--- config.mk ---
export PLATFORM = sky130hd
export DESIGN_NAME = split_access_unit
export DESIGN_NICKNAME = d
export VERILOG_FILES = /design/src/rtl/split_access_unit.sv
export SDC_FILE = /design/constraint.sdc
export NUM_CORES = 1
export LEC_CHECK = 0
export ABC_AREA = 1
export CAP_MARGIN = 20
export CORE_ASPECT_RATIO = 0.5
export CORE_MARGIN = 2
export CORE_UTILIZATION = 45
export DETAILED_ROUTE_END_ITERATION = 8
export PLACE_DENSITY = 0.8
export REMOVE_ABC_BUFFERS = 1
export SLEW_MARGIN = 20
export SYNTH_ARGS = -nofsm -noshare
export SYNTH_HDL_FRONTEND = slang
export SYNTH_SLANG_ARGS = --single-unit
--- constraint.sdc ---
create_clock -name clk -period 1.95 [get_ports clk]
set_input_delay 0.2925 -clock clk [delete_from_list [all_inputs] [get_ports clk]]
set_output_delay 0.2925 -clock clk [all_outputs]
set_load 0.005 [all_outputs]
--- src/rtl/split_access_unit.sv ---
// split_access_unit: RISC-V load/store datapath between the memory stage and data memory.
// Define MISALIGNED_SPLIT_EN to split word-crossing accesses into two memory beats.
module split_access_unit #(
   parameter int XLEN       = 32,
   parameter int ADDR_WIDTH = 32
) (
   input  logic                  clk,
   input  logic                  reset_n,
   input  logic                  req_valid,
   output logic                  req_ready,
   input  logic                  memory_read,
   input  logic                  memory_write,
   input  logic [2:0]            funct3,
   input  logic [ADDR_WIDTH-1:0] address,
   input  logic [XLEN-1:0]       register_file_read_data,
   output logic                  resp_valid,
   output logic [XLEN-1:0]       register_file_write_data,
   output logic                  access_fault,
   output logic                  mem_req,
   output logic                  mem_write,
   output logic [ADDR_WIDTH-1:0] mem_address,
   output logic [XLEN-1:0]       mem_write_data,
   output logic [XLEN/8-1:0]     write_mask,
   input  logic [XLEN-1:0]       mem_read_data,
   input  logic                  mem_ack
);
   localparam int NB = XLEN / 8;
   localparam int OW = $clog2(NB);
`ifdef MISALIGNED_SPLIT_EN
   localparam int SPAN = 2;
`else
   localparam int SPAN = 1;
`endif

   typedef enum logic [1:0] {S_IDLE, S_BEAT0, S_BEAT1, S_RESP} state_t;
   state_t state_reg, state_next;

   logic [2:0]            f3_reg;
   logic [OW-1:0]         offset_reg;
   logic                  store_reg;
   logic                  fault_reg;
   logic [XLEN-1:0]       result_reg;
   logic [ADDR_WIDTH-1:0] mem_address_reg;
   logic                  mem_write_reg;
   logic [XLEN-1:0]       mem_write_data_reg;
   logic [NB-1:0]         write_mask_reg;
`ifdef MISALIGNED_SPLIT_EN
   logic                  split_reg;
   logic [XLEN-1:0]       wdata_hi_reg;
   logic [NB-1:0]         mask_hi_reg;
   logic [XLEN-1:0]       buf_lo_reg;
   logic                  in_split;
   logic                  last_beat;
`else
   logic                  in_misaligned;
`endif

   // Request decode, only meaningful while IDLE
   logic                  accept;
   logic [OW-1:0]         in_offset;
   logic                  in_store;
   logic                  in_unsupported;
   logic                  in_fault;
   logic [NB-1:0]         size_ones;
   logic [SPAN*XLEN-1:0]  store_cat;
   logic [SPAN*NB-1:0]    mask_cat;
   logic                  beat_done;

   assign accept         = req_valid && (state_reg == S_IDLE);
   assign in_offset      = address[OW-1:0];
   assign in_store       = memory_write && !memory_read;
   assign in_unsupported = (funct3 == 3'b111) || (int'(funct3[1:0]) > OW);
`ifdef MISALIGNED_SPLIT_EN
   assign in_split = (int'(in_offset) + (1 << funct3[1:0])) > NB;
   assign in_fault = in_unsupported;
`else
   assign in_misaligned = (in_offset & OW'((1 << funct3[1:0]) - 1)) != '0;
   assign in_fault      = in_unsupported || in_misaligned;
`endif

   genvar gi;
   generate
      for (gi = 0; gi < NB; gi++) begin : g_size_ones
         assign size_ones[gi] = gi < (1 << funct3[1:0]);
      end
   endgenerate

   // Lane placement over a double-width window; the upper half feeds the second beat
   assign store_cat = (SPAN*XLEN)'(register_file_read_data) << {in_offset, 3'b000};
   assign mask_cat  = (SPAN*NB)'(size_ones) << in_offset;

   logic [SPAN*XLEN-1:0] load_cat;
   logic [XLEN-1:0]      load_low;
   logic [XLEN-1:0]      load_keep;
   logic [XLEN-1:0]      load_ext;
   logic                 load_sign;

   always_comb begin
`ifdef MISALIGNED_SPLIT_EN
      load_cat = (state_reg == S_BEAT1) ? {mem_read_data, buf_lo_reg}
                                        : {{XLEN{1'b0}}, mem_read_data};
`else
      load_cat = mem_read_data;
`endif
      load_low = XLEN'(load_cat >> {offset_reg, 3'b000});
      case (f3_reg[1:0])
         2'd0: begin
            load_sign = load_low[7];
            load_keep = XLEN'(8'hFF);
         end
         2'd1: begin
            load_sign = load_low[15];
            load_keep = XLEN'(16'hFFFF);
         end
         2'd2: begin
            load_sign = load_low[31];
            load_keep = XLEN'(32'hFFFF_FFFF);
         end
         default: begin
            load_sign = load_low[XLEN-1];
            load_keep = '1;
         end
      endcase
      load_ext = (load_low & load_keep) | ((load_sign && !f3_reg[2]) ? ~load_keep : '0);
   end

   always_ff @(posedge clk or negedge reset_n) begin
      if (!reset_n) begin
         state_reg <= S_IDLE;
      end else begin
         state_reg <= state_next;
      end
   end

   always_comb begin
      state_next = state_reg;
      case (state_reg)
         S_IDLE: begin
            if (accept) begin
               state_next = in_fault ? S_RESP : S_BEAT0;
            end
         end
         S_BEAT0: begin
            if (mem_ack) begin
`ifdef MISALIGNED_SPLIT_EN
               state_next = split_reg ? S_BEAT1 : S_RESP;
`else
               state_next = S_RESP;
`endif
            end
         end
`ifdef MISALIGNED_SPLIT_EN
         S_BEAT1: begin
            if (mem_ack) begin
               state_next = S_RESP;
            end
         end
`endif
         S_RESP:  state_next = S_IDLE;
         default: state_next = S_IDLE;
      endcase
   end

   always_comb begin
      req_ready    = (state_reg == S_IDLE);
      resp_valid   = (state_reg == S_RESP);
      mem_req      = (state_reg == S_BEAT0) || (state_reg == S_BEAT1);
      access_fault = (state_reg == S_RESP) && fault_reg;
   end

   assign register_file_write_data = result_reg;
   assign mem_write                = mem_write_reg;
   assign mem_address              = mem_address_reg;
   assign mem_write_data           = mem_write_data_reg;
   assign write_mask               = write_mask_reg;

   assign beat_done = ((state_reg == S_BEAT0) || (state_reg == S_BEAT1)) && mem_ack;
`ifdef MISALIGNED_SPLIT_EN
   assign last_beat = (state_reg == S_BEAT1) || !split_reg;
`endif

   always_ff @(posedge clk or negedge reset_n) begin
      if (!reset_n) begin
         f3_reg             <= '0;
         offset_reg         <= '0;
         store_reg          <= 1'b0;
         fault_reg          <= 1'b0;
         result_reg         <= '0;
         mem_address_reg    <= '0;
         mem_write_reg      <= 1'b0;
         mem_write_data_reg <= '0;
         write_mask_reg     <= '0;
`ifdef MISALIGNED_SPLIT_EN
         split_reg          <= 1'b0;
         wdata_hi_reg       <= '0;
         mask_hi_reg        <= '0;
         buf_lo_reg         <= '0;
`endif
      end else if (accept) begin
         f3_reg     <= funct3;
         offset_reg <= in_offset;
         store_reg  <= in_store;
         fault_reg  <= in_fault;
         result_reg <= '0;
`ifdef MISALIGNED_SPLIT_EN
         split_reg  <= in_split && !in_fault;
`endif
         if (!in_fault) begin
            mem_address_reg    <= {address[ADDR_WIDTH-1:OW], {OW{1'b0}}};
            mem_write_reg      <= in_store;
            mem_write_data_reg <= in_store ? store_cat[XLEN-1:0] : '0;
            write_mask_reg     <= in_store ? mask_cat[NB-1:0] : '0;
`ifdef MISALIGNED_SPLIT_EN
            wdata_hi_reg       <= in_store ? store_cat[2*XLEN-1:XLEN] : '0;
            mask_hi_reg        <= in_store ? mask_cat[2*NB-1:NB] : '0;
`endif
         end
      end else if (beat_done) begin
`ifdef MISALIGNED_SPLIT_EN
         if (last_beat) begin
            result_reg <= store_reg ? '0 : load_ext;
         end else begin
            // First half of a split: keep the low word, retarget the bus to the next word
            buf_lo_reg         <= mem_read_data;
            mem_address_reg    <= mem_address_reg + ADDR_WIDTH'(NB);
            mem_write_data_reg <= wdata_hi_reg;
            write_mask_reg     <= mask_hi_reg;
         end
`else
         result_reg <= store_reg ? '0 : load_ext;
`endif
      end else if (state_reg == S_RESP) begin
         result_reg <= '0;
      end
   end

endmodule
== Yosys cells after proc, flatten, opt, wreduce, memory -nomap -nowiden ==
Index checks and enable logic that the tools add are counted.
W data, S select, Z words.

* Register bits: 108
* Input bits: 105
* Word-level logic and storage cells: 61

* $add $sub $neg: 1
* $lt $le $gt $ge: 5
* Equal/unequal tests: 7
* Shift operators: 4
* Muxes and demuxes: 13
* Bitwise gates (word level): 5
* Reduce and logical (&&, ||, !) cells: 16

{| class="wikitable"
|+ Operators with widths
! kind !! number
|-
| $mux W32 || 6
|-
| $lt A3 B32 Y1 const A || 2
|-
| $pmux W32 S2 || 1
|-
| $and A32 B32 Y32 || 1
|-
| $lt A1 B32 Y1 const A || 1
|-
| $lt A2 B32 Y1 const A || 1
|-
| $not A32 Y32 || 1
|-
| $or A32 B32 Y32 || 1
|-
| $shl A1 B2 Y32 const A || 1
|-
| $shl A32 B5 Y32 || 1
|-
| $shr A32 B5 Y32 || 1
|-
| $mux W2 || 3
|-
| $logic_and A1 B1 Y1 || 5
|-
| $eq A2 B1 Y1 const B || 2
|-
| $eq A2 B2 Y1 const B || 2
|-
| $logic_not A2 Y1 || 2
|-
| $mux W4 || 1
|-
| $pmux W2 S2 || 1
|-
| $reduce_and A2 Y1 || 2
|-
| $shl A4 B2 Y4 || 1
|-
| $eq A3 B3 Y1 const B || 1
|-
| $logic_or A1 B1 Y1 || 3
|-
| $reduce_bool A3 Y1 || 1
|-
| $and A2 B2 Y2 || 1
|-
| other kinds (8) || 9
|}

== Longest topological paths before layout ==
* Depth in word-level cells: 8
* Gate-level depth with buffers: 13
* Depth with buffers taken out: 11

== Worst setup path before layout ==
Ideal clock, no wire load.

* Path kind: in2reg
* Start: in funct3[0]
* End: reg mem_address_reg[11], in the netlist mem_address[11]
* Arrival: 1,510 ps
* Data required time: 1,834 ps
* Path slack: 323 ps
* Stages on the path: 13
* Buffers on the path: 2
* Cells stage by stage: inv_1 nor2_1 inv_1 ha_1 nor2_1 a21oi_1 nand2_2 nor2_4 inv_2 buf_6 buf_6 nand2_1 nand2_1

* Word-level cells in the longest chain between the ends: 7
* Elaborated cells on any way between the ends: 10

{| class="wikitable"
|+ RTL lines
! item !! RTL line !! RTL
|-
| start: declaration || 13 || <nowiki>input logic [2:0] funct3,</nowiki>
|-
| $shl A1 B2 Y32 || n/a ||
|-
| $sub A2 B2 Y2 || 77 || <nowiki>assign in_misaligned = (in_offset & OW'((1 << funct3[1:0]) - 1)) != '0;</nowiki>
|-
| $and A2 B2 Y2 || 77 ||
|-
| $reduce_bool A2 Y1 || 77 ||
|-
| $logic_or A1 B1 Y1 (*) || 78 || <nowiki>assign in_fault = in_unsupported || in_misaligned;</nowiki>
|-
| $not A1 Y1 (no source line) (*) || n/a ||
|-
| $reduce_and A2 Y1 (no source line) (*) || n/a ||
|-
| end signal: assignment || 209 || <nowiki>mem_address_reg <= {address[ADDR_WIDTH-1:OW], {OW{1'b0}}};</nowiki>
|-
| end: declaration || 43 || <nowiki>logic [ADDR_WIDTH-1:0] mem_address_reg;</nowiki>
|}

Mark *: on every way between the ends. The rest lies on a longest branch, timed or not.
A chain may end at the register's enable or synchronous reset.

== Worst setup path after layout ==
* Start: reg state_reg[0]
* End: out access_fault

* Word-level cells in the longest chain between the ends: 2

{| class="wikitable"
|+ RTL lines
! item !! RTL line !! RTL
|-
| start: declaration || 36 || <nowiki>state_t state_reg, state_next;</nowiki>
|-
| start signal: assignment || 131 || <nowiki>state_reg <= state_next;</nowiki>
|-
| $eq A2 B2 Y1 || 168 || <nowiki>access_fault = (state_reg == S_RESP) && fault_reg;</nowiki>
|-
| $logic_and A1 B1 Y1 || 168 ||
|-
| end: declaration || 18 || <nowiki>output logic access_fault,</nowiki>
|}

No other way between the ends.

==> flow_metrics.env <==
export IMPL_cts_max_path_buffers=2
export IMPL_grt_pass1_vias=5445
export IMPL_period_minus_slack_ns=1.88
export IMPL_cts_tree="done"
export IMPL_yosys_register_bits=108
export IMPL_crit_path_cell_trace="ha_2 > nand2_1 > inv_1 > clkdlybuf4s50_1"
export IMPL_end_kind="output pin"
export IMPL_critPathKind="reg -> out"
export IMPL_drcViolationCount=0
export IMPL_whs_path_depth=4
export IMPL_crit_buf_inv=2
export IMPL_core_area_um2=11900
export IMPL_hold_viol=0
export IMPL_cts_inserted_buffers=9
export IMPL_drv_slew=0
export IMPL_worst_pin_slew_ns=0.582
export IMPL_synth_most_common_cell="nand2_1"
export IMPL_avgRoutedWirePerCell_um=15.5
export IMPL_synth_top_area_frac=0.490
export IMPL_ys_top_cells_by_area="dfrtp_1 49%, nand2_1 23%, nand3_1 4.9%"
export IMPL_dp_hpwl_um=12000
export IMPL_grt_util_all_layers=0.250
export IMPL_drt_iter0_drc=429
export IMPL_hp_class="in -> reg"
export IMPL_fp_row_count=28
export IMPL_drive_above_1_share=0.0854
export IMPL_place_congestion=0.904
export IMPL_cp_slowest_cell="clkdlybuf4s50_1"
export IMPL_relSlewSlack=0.612
export IMPL_critPathLaunch="state_reg[0]"
export IMPL_antenna_cells=0
export IMPL_ir_worst_vdd_mv=0.582
export IMPL_cp_endpoint="access_fault"
export IMPL_start_kind="flip-flop"
export IMPL_path_depth=4
export IMPL_p_leak_uw=0.00414
export IMPL_post_route_util=0.704
export IMPL_nNetsFinal=1066
export IMPL_cts_root_buf="clkbuf_16"
export IMPL_grt_setup_unrepaired="no"
export IMPL_yosysTopAreaCell="dfrtp_1"
export IMPL_ys_types=26
export IMPL_die_w_um=161
export IMPL_finalCritPeriodShare=0.966
export IMPL_setup_viol=0
export IMPL_p_per_area_nw_per_um2=1220
export IMPL_firstDrtPassIters=5
export IMPL_r2r_start="state_reg[0]"
export IMPL_rr_endpoint="register_file_write_data[16]"
export IMPL_syn2layout_area_growth_pct=51.5
export IMPL_dp_cells=1098
export IMPL_regToRegSetupSlack_ns=0.20
export IMPL_ant_nets=0
export IMPL_synthCells=742
export IMPL_syn_area_um2=5520
export IMPL_slowest_delay_ns=0.49
export IMPL_vias_per_cell=5.14
export IMPL_h_tree_depth=3
export IMPL_grt_max_degree=47
export IMPL_synth_seq_area_share=0.490
export IMPL_cts_sinks=108
export IMPL_cp_top_family="buffers and inverters"
export IMPL_dieArea_um2=13200
export IMPL_via_count=5779
export IMPL_finClkSkew_ns=0.00670
export IMPL_ios=210
export IMPL_fillCellCount=976
export IMPL_totalWireLength_um=17400
export IMPL_io_buffers=207
export IMPL_cap_violations=0
export IMPL_cts_clk_slew_worst_paths_ns=0.07
export IMPL_clk_latency_ns=0.34
export IMPL_initial_core_util=0.465
export IMPL_antenna_found_initial=0
export IMPL_status="finished clean"
export IMPL_ys_async_sr_fraction=1.00
export IMPL_instances_no_fill=1125
export IMPL_die_height_um=82.3
export IMPL_synth_edf_count=0
export IMPL_cp_data_required_time_ns=1.66
export IMPL_timing_fmax_ghz=0.531
export IMPL_cp_data_arrival_time_ns=1.59
export IMPL_ff2ff_path_depth=10
export IMPL_ys_flop_type="dfrtp_1"
export IMPL_synthTopCellsByCount="333 x nand2_1, 108 x dfrtp_1, 54 x nand3_1"
export IMPL_cp_max_fo=3
export IMPL_avgSynthCellArea_um2=7.44
export IMPL_yosys_warnings=0
export IMPL_gr_total_overflow=0
export IMPL_grt_pass1_wl_um=26200
-- metal layers --
layer / up-vias / track usage / part of all wire
li1: 2768 / - / -
met1: 2730 / 0.324 / 0.44
met2: 250 / 0.429 / 0.47
met3: 31 / 0.0485 / 0.069
met4: 0 / 0.0883 / 0.021
met5: - / 0 / 0
-- cell usage in the layout, fill, tap and decap left out, types with 9 or more instances in the layout --
master and n:
a21oi_1 13, buf_4 23, clkbuf_16 14, clkdlybuf4s50_1 203, dfrtp_1 108, inv_1 31, nand2_1 332, nand3_1 54
nor2_1 44, o21ai_0 50, o22ai_1 9
-- cell type report --
class,instances,area [um^2],share of cell area
clock inverter,3,46.3,0.00554
inverter,40,158,0.0189
sequential,108,2700,0.323
timing repair buffer,246,2560,0.306
tap,165,206,0.0247
clock buffer,12,256,0.0307
multi-input combinational,550,2420,0.290
timing repair inverter,1,6.26,0.000748
-- how the worst min path moves through the flow --
stage                                    end        start  slack, ns
after global placement    mem_write_data[27]      reset_n       0.32
after detailed placement  mem_write_data[27]      reset_n       0.33
after global routing               f3_reg[0]    funct3[0]       0.38
after CTS                    mem_address[10]  address[10]       0.47
after floorplan                    f3_reg[0]      reset_n     -0.003
final                              f3_reg[0]    funct3[0]       0.38
-- through the flow --
step	instance area, um^2	TNS (ns)	setup slack (ns)	total power, uW	hold slack [ns]
2_1_floorplan	5260	-26.96	-0.374	5590	-0.00309
3_3_place_gp	7820	-15.54	-0.274	8150	0.320
3_5_place_dp	7820	-22.12	-0.408	8250	0.326
4_1_cts	8140	0	0.00377	10200	0.474
5_1_grt	8360	0	0.00462	11000	0.383
6_report	8360	0	0.0670	10200	0.384
-- timing repair --
action,in CTS,in global routing
resized for setup,2,16
gates cloned,0,8
endpoints found under the hold margin,37,0
hold buffers,1,0
pin swaps,0,3
setup endpoints to repair,11,72
buffers inserted,0,3
-- worst min-delay path, delay by kind of cell --
kind / cells / cell delay, ns
compound gates: 1 / 0.07
buf+inv: 3 / 0.32
-- where the power goes --
part / leakage, uW / internal, uW / switching (uW) / total [uW]
registers: 0.00142 / 3010 / 512 / 3520
clock network: 0.000145 / 1060 / 800 / 1860
logic: 0.00258 / 2440 / 2410 / 4850
total: 0.00414 / 6510 / 3720 / 10200
-- logic make-up after synthesis --
| kind of cell | Yosys count | share of synthesized area |
|---|---|---|
| buf+inv | 85 | 0.0748 |
| simple gates | 454 | 0.334 |
| other cells | 1 | 0.000679 |
| flops | 108 | 0.490 |
| fa+ha+maj | 5 | 0.0113 |
| compound gates | 89 | 0.0893 |
(Power assumes the default switching activity.)
